### config.mk
export PLATFORM = sky130hd
export DESIGN_NAME = seg7_scan_driver
export DESIGN_NICKNAME = d
export VERILOG_FILES = /design/src/rtl/seg7_scan_driver.sv
export SDC_FILE = /design/constraint.sdc
export NUM_CORES = 1
export LEC_CHECK = 0
export CAP_MARGIN = 20
export CORE_UTILIZATION = 40
export DETAILED_ROUTE_END_ITERATION = 10
export GPL_ROUTABILITY_DRIVEN = 0
export GPL_TIMING_DRIVEN = 1
export SYNTH_ARGS = -nofsm -noshare
export SYNTH_HDL_FRONTEND = slang
export SYNTH_SLANG_ARGS = --single-unit
### constraint.sdc
create_clock -name clk_m -period 2.35 [get_ports clk_m]
set_input_delay 0.235 -clock clk_m [delete_from_list [all_inputs] [get_ports clk_m]]
set_output_delay 0.235 -clock clk_m [all_outputs]
set_load 0.01 [all_outputs]
### src/rtl/seg7_scan_driver.sv
// Multiplexed N-digit common-anode seven-segment scanner with refresh prescaler,
// per-frame input snapshot, hex/decimal decode, decimal points, blink and leading-zero blanking.
module seg7_scan_driver #(
  parameter int unsigned NUM_DIGITS   = 4,
  parameter int unsigned REFRESH_DIV  = 4,
  parameter int unsigned BLINK_FRAMES = 64,
  parameter bit          ACTIVE_LOW   = 1'b1
) (
  input  logic                      clk_m,
  input  logic                      rst_n,
  input  logic [4*NUM_DIGITS-1:0]   digits,
  input  logic [NUM_DIGITS-1:0]     dp_en,
  input  logic [NUM_DIGITS-1:0]     blink_en,
  input  logic                      blank_lz,
  input  logic                      hex_mode,
  output logic [NUM_DIGITS-1:0]     an,
  output logic [7:0]                seg,
  output logic                      frame_start
);

  localparam int unsigned IDX_W = (NUM_DIGITS > 1) ? $clog2(NUM_DIGITS) : 1;
  localparam int unsigned DIV_W = (REFRESH_DIV > 1) ? $clog2(REFRESH_DIV) : 1;
  localparam int unsigned BLK_W = $clog2(BLINK_FRAMES + 1);

  localparam logic [IDX_W-1:0] IDX_LAST = IDX_W'(NUM_DIGITS - 1);
  localparam logic [DIV_W-1:0] DIV_LAST = DIV_W'(REFRESH_DIV - 1);
  localparam logic [BLK_W-1:0] BLK_LAST = BLK_W'(BLINK_FRAMES - 1);

  localparam logic [NUM_DIGITS-1:0] AN_OFF  = ACTIVE_LOW ? {NUM_DIGITS{1'b1}} : {NUM_DIGITS{1'b0}};
  localparam logic [7:0]            SEG_OFF = ACTIVE_LOW ? 8'hFF : 8'h00;

  // Active-low a..g pattern for one nibble; 10..15 become a dash outside hex mode.
  function automatic logic [6:0] decode(input logic [3:0] nib, input logic hex);
    logic [7:0] pat;
    case (nib)
      4'h0:    pat = 8'hC0;
      4'h1:    pat = 8'hF9;
      4'h2:    pat = 8'hA4;
      4'h3:    pat = 8'hB0;
      4'h4:    pat = 8'h99;
      4'h5:    pat = 8'h92;
      4'h6:    pat = 8'h82;
      4'h7:    pat = 8'hF8;
      4'h8:    pat = 8'h80;
      4'h9:    pat = 8'h90;
      4'hA:    pat = hex ? 8'h88 : 8'hBF;
      4'hB:    pat = hex ? 8'h83 : 8'hBF;
      4'hC:    pat = hex ? 8'hC6 : 8'hBF;
      4'hD:    pat = hex ? 8'hA1 : 8'hBF;
      4'hE:    pat = hex ? 8'h86 : 8'hBF;
      default: pat = hex ? 8'h8E : 8'hBF;
    endcase
    return pat[6:0];
  endfunction

  logic [DIV_W-1:0]        div_cnt;
  logic [IDX_W-1:0]        idx;
  logic [BLK_W-1:0]        blink_cnt;
  logic                    blink_phase;

  logic [4*NUM_DIGITS-1:0] sh_digits;
  logic [NUM_DIGITS-1:0]   sh_dp;
  logic [NUM_DIGITS-1:0]   sh_blink;
  logic                    sh_lz;
  logic                    sh_hex;
  logic                    sh_phase;

  logic                    tick;
  logic                    fstart;
  logic [IDX_W-1:0]        idx_nxt;
  logic [4*NUM_DIGITS-1:0] src_digits;
  logic [NUM_DIGITS-1:0]   src_dp;
  logic [NUM_DIGITS-1:0]   src_blink;
  logic                    src_lz;
  logic                    src_hex;
  logic                    src_phase;
  logic [3:0]              nib;
  logic                    upper_zero;
  logic                    lz_blank;
  logic                    blink_blank;
  logic [NUM_DIGITS-1:0]   an_nxt;
  logic [7:0]              seg_nxt;

  // Scan sequencing and slot rendering; a frame start renders straight from the live inputs.
  always_comb begin
    tick    = (div_cnt == DIV_LAST);
    idx_nxt = (idx == '0) ? IDX_LAST : idx - IDX_W'(1);
    fstart  = tick && (idx_nxt == IDX_LAST);

    src_digits = fstart ? digits   : sh_digits;
    src_dp     = fstart ? dp_en    : sh_dp;
    src_blink  = fstart ? blink_en : sh_blink;
    src_lz     = fstart ? blank_lz : sh_lz;
    src_hex    = fstart ? hex_mode : sh_hex;
    src_phase  = fstart ? blink_phase : sh_phase;

    nib = src_digits[4*int'(idx_nxt) +: 4];

    upper_zero = 1'b1;
    for (int j = 0; j < int'(NUM_DIGITS); j++) begin
      if ((j >= int'(idx_nxt)) && (src_digits[4*j +: 4] != 4'h0)) upper_zero = 1'b0;
    end
    lz_blank    = src_lz && upper_zero && (idx_nxt != '0);
    blink_blank = src_blink[idx_nxt] && src_phase;

    an_nxt          = '1;
    an_nxt[idx_nxt] = 1'b0;
    seg_nxt         = {~src_dp[idx_nxt], decode(nib, src_hex)};
    if (lz_blank) seg_nxt[6:0] = 7'h7F;
    if (blink_blank) begin
      an_nxt  = '1;
      seg_nxt = 8'hFF;
    end
  end

  // Prescaler, scan index and blink phase counter.
  always_ff @(posedge clk_m or negedge rst_n) begin
    if (!rst_n) begin
      div_cnt     <= '0;
      idx         <= '0;
      blink_cnt   <= '0;
      blink_phase <= 1'b0;
    end else begin
      div_cnt <= tick ? '0 : div_cnt + DIV_W'(1);
      if (tick) idx <= idx_nxt;
      if (fstart) begin
        if (blink_cnt == BLK_LAST) begin
          blink_cnt   <= '0;
          blink_phase <= ~blink_phase;
        end else begin
          blink_cnt <= blink_cnt + BLK_W'(1);
        end
      end
    end
  end

  // Frame snapshot; the phase is captured before its update so a frame blinks as one unit.
  always_ff @(posedge clk_m or negedge rst_n) begin
    if (!rst_n) begin
      sh_digits <= '0;
      sh_dp     <= '0;
      sh_blink  <= '0;
      sh_lz     <= 1'b0;
      sh_hex    <= 1'b0;
      sh_phase  <= 1'b0;
    end else if (fstart) begin
      sh_digits <= digits;
      sh_dp     <= dp_en;
      sh_blink  <= blink_en;
      sh_lz     <= blank_lz;
      sh_hex    <= hex_mode;
      sh_phase  <= blink_phase;
    end
  end

  // Pin registers, updated only on ticks; polarity applied here.
  always_ff @(posedge clk_m or negedge rst_n) begin
    if (!rst_n) begin
      an          <= AN_OFF;
      seg         <= SEG_OFF;
      frame_start <= 1'b0;
    end else begin
      frame_start <= fstart;
      if (tick) begin
        an  <= ACTIVE_LOW ? an_nxt  : ~an_nxt;
        seg <= ACTIVE_LOW ? seg_nxt : ~seg_nxt;
      end
    end
  end

endmodule

-- Word level (Yosys, flattened, before mapping)
Cells that the tools add are included.
- memories: 0
- input port bits: 28
- logic and storage cells: 87
- bits in latches: 0
- output and inout bits: 13
- bits in registers: 52
- RAM bits: 0
- memory bits (read-only): 0
- multiply operators: 0
- shift-type cells: 1
- equal/unequal tests: 17
- bitwise gates (word level): 3
- add/sub/neg operators: 3
- reductions and logical operators: 16
- mux-type cells: 29
- div/mod/pow operators: 0
- order comparisons: 5
- operators with widths (cell ; count):
    case mux 7 bit (15 select lines) ; 1
    == test 4 bit (second input constant) ; 7
    2-to-1 mux 6 bit ; 4
    2-to-1 mux 7 bit ; 3
    == test 4 x 3 -> 1 bit (second input constant) ; 4
    2-to-1 mux 16 bit ; 1
    nonzero test 4 bit ; 4
    indexed part select 16 x 5 -> 4 bit ; 1
    2-to-1 mux 4 bit ; 3
    2-to-1 mux 1 bit ; 10
    == test 4 x 2 -> 1 bit (second input constant) ; 2
    logical AND 1 bit ; 8
    2-to-1 mux 8 bit ; 1
    adder 7 x 1 -> 7 bit (second input constant) ; 1
    == test 7 x 6 -> 1 bit (second input constant) ; 1
    2-to-1 mux 5 bit ; 1
    binary-select mux 1 bit (select 2 bit) ; 2
    == test 2 bit (second input constant) ; 2
    == test 4 x 1 -> 1 bit (second input constant) ; 1
    greater-or-equal comparator 1 x 2 -> 1 bit (first input constant) ; 2
    zero test 4 bit ; 1
    2-to-1 mux 2 bit ; 2
    inverter 4 bit ; 1
    less-than comparator 2 x 3 -> 1 bit (second input constant) ; 1
    9 further kinds ; 10

-- Logic depth before layout (Yosys ltp)
- depth in word-level cells: 15
- mapped depth: 11
- depth with buffers taken out: 9

-- Worst setup path after synthesis
Ideal clock, no wire load.
- kind: register to register
- start: register idx[0]
- end: register seg[2]
- library setup time: 61 ps
- arrival time: 2516 ps
- setup slack: -227 ps
- path buffers: 1
- required time: 2289 ps
- period minus slack after synthesis: 2577 ps
- cell stages (with the launch flop): 11
- cells stage by stage: dfrtp_1 > inv_1 > ha_1 > nand2_4 > inv_4 > buf_8 > mux4_2 > mux2_4 > o2bb2ai_1 > a221oi_1 > o22a_1
- cells in the longest elaborated chain, start to end: 15
- elaborated cells on any way between the ends: 52
- those cells by class: add/sub (1); order compare (3); eq/ne (15); shift (1); mux (18); reduce/logical (14)
- ends and longest elaborated chain (item ; line ; text):
    start: declaration ; 57 ; logic [IDX_W-1:0] idx;
    start signal: assignment ; 125 ; if (tick) idx <= idx_nxt;
    subtractor 2 x 1 -> 2 bit / zero test 2 bit (equally long branches) ; 87 ; idx_nxt = (idx == '0) ? IDX_LAST : idx - IDX_W'(1);
    2-to-1 mux 2 bit (*) ; 87 ;
    branches (longest 12 deep; another with 2-to-1 mux 16 bit) ; -- ;
    2-to-1 mux 8 bit (*) ; 110 ; if (blink_blank) begin
    end signal: assignment ; 166 ; seg <= ACTIVE_LOW ? seg_nxt : ~seg_nxt;
    end: declaration ; 17 ; output logic [7:0] seg,
Mark *: on every way between the ends. The select of a mux whose other input is x is not followed.
A chain may end at the register's enable or synchronous reset.

-- Worst setup path after layout
- start: register idx[0]
- end: register seg[1]
Same word-level chain as after synthesis.

==> flow_metrics.tcl <==
set metrics [dict create \
    area_share_of_the_largest_cell_type_after_synthesis 0.362 \
    path_common_cell "sky130_fd_sc_hd__buf_4" \
    width_of_the_die_um 85.1 \
    die_area_mm2 0.00724 \
    synth.avg_cell_area_um2 10.4 \
    finalWirelength_mm 6.71 \
    setup.worst_path.end_class "register" \
    cap_viol_max_count 0 \
    place_hpwl_mm 4.37 \
    dr.first_iter.drc_count 83 \
    num_rows 29 \
    wire_per_inst_um 15.8 \
    critPathLaunchType "register" \
    ys_dominant_reg_cell "sky130_fd_sc_hd__dfrtp_1" \
    asyncSetResetFlopFracSynth 1.00 \
    synth_seq_area_share 0.476 \
    grt_antenna_before_repair 0 \
    power_leakage_nw 1.62 \
    cts_max_level 2 \
    diodes 0 \
    fin_crit_ns 2.38 \
    drt_pre_antenna_iters 4 \
    start_util 0.425 \
    synth.yosys.warnings 0 \
    hold_viol 0 \
    crit_path_max_fanout 5 \
    drc_errors 0 \
    final_cell_count_no_fill 425 \
    drtAntennaViolNets 0 \
    cts_max_path_buffers 2 \
    tritoncts "done" \
    rsz0062_at_grt "true" \
    cp.buffers_inverters 4 \
    number_of_synthesized_flops_with_an_enable_pin 0 \
    skew_ns 0.0141 \
    insertion_delay_to_the_later_sink_of_the_worst_skew_pair_ns 0.31 \
    overall_via_count_from_detail_route 2250 \
    synth.largest_area_cell "sky130_fd_sc_hd__dfrtp_1" \
    final_layout_size_suffix_gt1_frac 0.287 \
    achievable-frequency_mhz 420 \
    critical_path_arrival_ns 2.64 \
    place.detailed.instances 399 \
    placement.io_buffers 40 \
    critical_path_cell_by_cell "inv_2 > ha_4 > nand2_8 > inv_6 > mux4_2 > mux2i_4 > buf_4 > buf_4 > a21o_1 > a22oi_1 > o221a_2" \
    setup_viol 2 \
    worstMarginPinSlew_ns 0.400 \
    outcome "finished, violations left" \
    maxSlewHeadroom 0.733 \
    fin_hold_ws_ns 0.384 \
    min-delay-path-class "primary input to async pin" \
    first_global_vias 2219 \
    areaGrowthSynthToFinish_pct 35.5 \
    coreArea_mm2 0.00649 \
    period_share 1.01 \
    ys_seq_elements 52 \
    grt_first_pass_wirelength_mm 11.2 \
    cts.sink_count 52 \
    critPathMaxStageDelay_ns 0.56 \
    setup_ws_ns -0.0333 \
    postSynthCellCount 266 \
    largest_net_degree_at_the_start_of_global_routing 34 \
    cp_top_family "multiplexers" \
    synth.top_cells.by_area "sky130_fd_sc_hd__dfrtp_1 36%, sky130_fd_sc_hd__nand2_1 12%, sky130_fd_sc_hd__dfstp_2 11%" \
    crit_type "register to register" \
    total_power_mw 1.86 \
    die_height_um 85.1 \
    grt_usage 0.199 \
    peakVddDrop_v 0.000287 \
    master_of_the_slowest_instance_on_the_critical_path "sky130_fd_sc_hd__mux4_2" \
    path_clk_slew_ns 0.10 \
    io-pin-count 41 \
    num-nets-final 382 \
    synth_area_mm2 0.00276 \
    synth.distinct_cells 52 \
    timing.final.max_slew_violations 0 \
    violations "setup timing" \
    root_buffer "sky130_fd_sc_hd__clkbuf_8" \
    final_util 0.576 \
    worst-endpoint-required_ns 2.61 \
    power-per-cell-area_mw_per_mm2 498 \
    synthesis.nets 301 \
    cts_inserted_buffers 5 \
    gr_overflow_total 0 \
    drt-vias-per-instance 5.29 \
]
==> report_power, final <==
part	switching (mW)	internal, mW
Sequential	0.0212	0.939
Clock	0.314	0.349
Combinational	0.104	0.136
Total	0.440	1.42
==> cells in the final DEF, fill, tap and decap left out, types with 5 or more instances in the layout <==
cell type / n
sky130_fd_sc_hd__clkdlybuf4s50_1: 39
sky130_fd_sc_hd__mux2i_1: 5
sky130_fd_sc_hd__nor2_1: 14
sky130_fd_sc_hd__a21oi_1: 7
sky130_fd_sc_hd__clkbuf_8: 6
sky130_fd_sc_hd__mux4_2: 11
sky130_fd_sc_hd__dfrtp_1: 40
sky130_fd_sc_hd__buf_4: 41
sky130_fd_sc_hd__nand2_1: 86
sky130_fd_sc_hd__dfstp_2: 12
==> path summary, 6_finish.rpt <==
path / startpoint / end / slack (ns) / cells after the start
min in group clk_m: div_cnt[0] / div_cnt[0] / 0.45 / 1
worst min-delay path: rst_n / sh_dp[1] / 0.38 / 2
max in group asynchronous: rst_n / sh_digits[10] / 1.32 / 3
worst max-delay path: idx[0] / seg[1] / -0.03 / 11
worst max register to register: idx[0] / seg[1] / -0.03 / 11
worst min register to register: div_cnt[0] / div_cnt[0] / 0.45 / 1
==> metrics by stage <==
step / setup TNS, ns / setup WS (ns) / cell area [µm²]
final: -0.0620 / -0.0333 / 3740
after global routing: -0.699 / -0.139 / 3740
after CTS: -0.0285 / -0.0285 / 3680
after detailed placement: -0.503 / -0.104 / 3430
after global placement: -0.315 / -0.0847 / 3430
after floorplan: -0.122 / -0.0483 / 2780
==> cells by family after synthesis <==
family / count (synthesis) / synth area share
compound gates: 39 / 0.103
xor+xnor: 4 / 0.0127
fa+ha+maj: 7 / 0.0317
buf+inv: 17 / 0.0322
flops: 52 / 0.476
mux: 22 / 0.151
simple gates: 125 / 0.193
==> cells in the mapped netlist, drive strengths merged, types with 2 or more instances <==
library cell,count
and2,4
a211o,2
o22ai,2
inv,4
a31oi,4
mux2,2
nor3,3
mux4,11
nor4,4
nor2b,2
a22oi,2
a21oi,8
nand2,87
o21ai,5
ha,7
nand3,5
o22a,2
dfstp,12
nor2,14
clkbuf,8
mux2i,9
xnor2,4
dfrtp,40
buf,5
nor4b,2
a21o,2
==> flip-flops by register name (all words and copies together), names as in the netlist <==
name,cells
sh_hex,1
sh_blink,4
sh_phase,1
an,4
sh_digits,16
idx,2
div_cnt,2
seg,8
blink_phase,1
sh_dp,4
blink_cnt,7
frame_start,1
sh_lz,1
==> layer usage <==
metal  vias up  part of all wire  track usage
met4         0             0.021       0.0755
met2        53              0.46        0.312
li1       1089                 -            -
met3         9             0.036       0.0370
met1      1099              0.49        0.277
met5         -                 0            0
==> cell type report <==
type,instances,area (µm²)
Clock buffer,6,82.6
Clock inverter,2,38.8
Fill cell,588,2750
Inverter,4,27.5
Multi-Input combinational cell,198,1420
Sequential cell,52,1320
Tap cell,77,96.3
Timing Repair Buffer,84,744
Timing Repair inverter,2,17.5
==> what timing repair did <==
item                                    CTS  global route
pin swaps                                 2             7
gates resized for setup                  12             5
endpoints found under the hold margin    16             0
cloned                                    4             0
buffers inserted                          7             6
hold buffers                              1             0
endpoints found under the setup margin    7             7
Note: power is estimated with default switching activity, not from simulation.
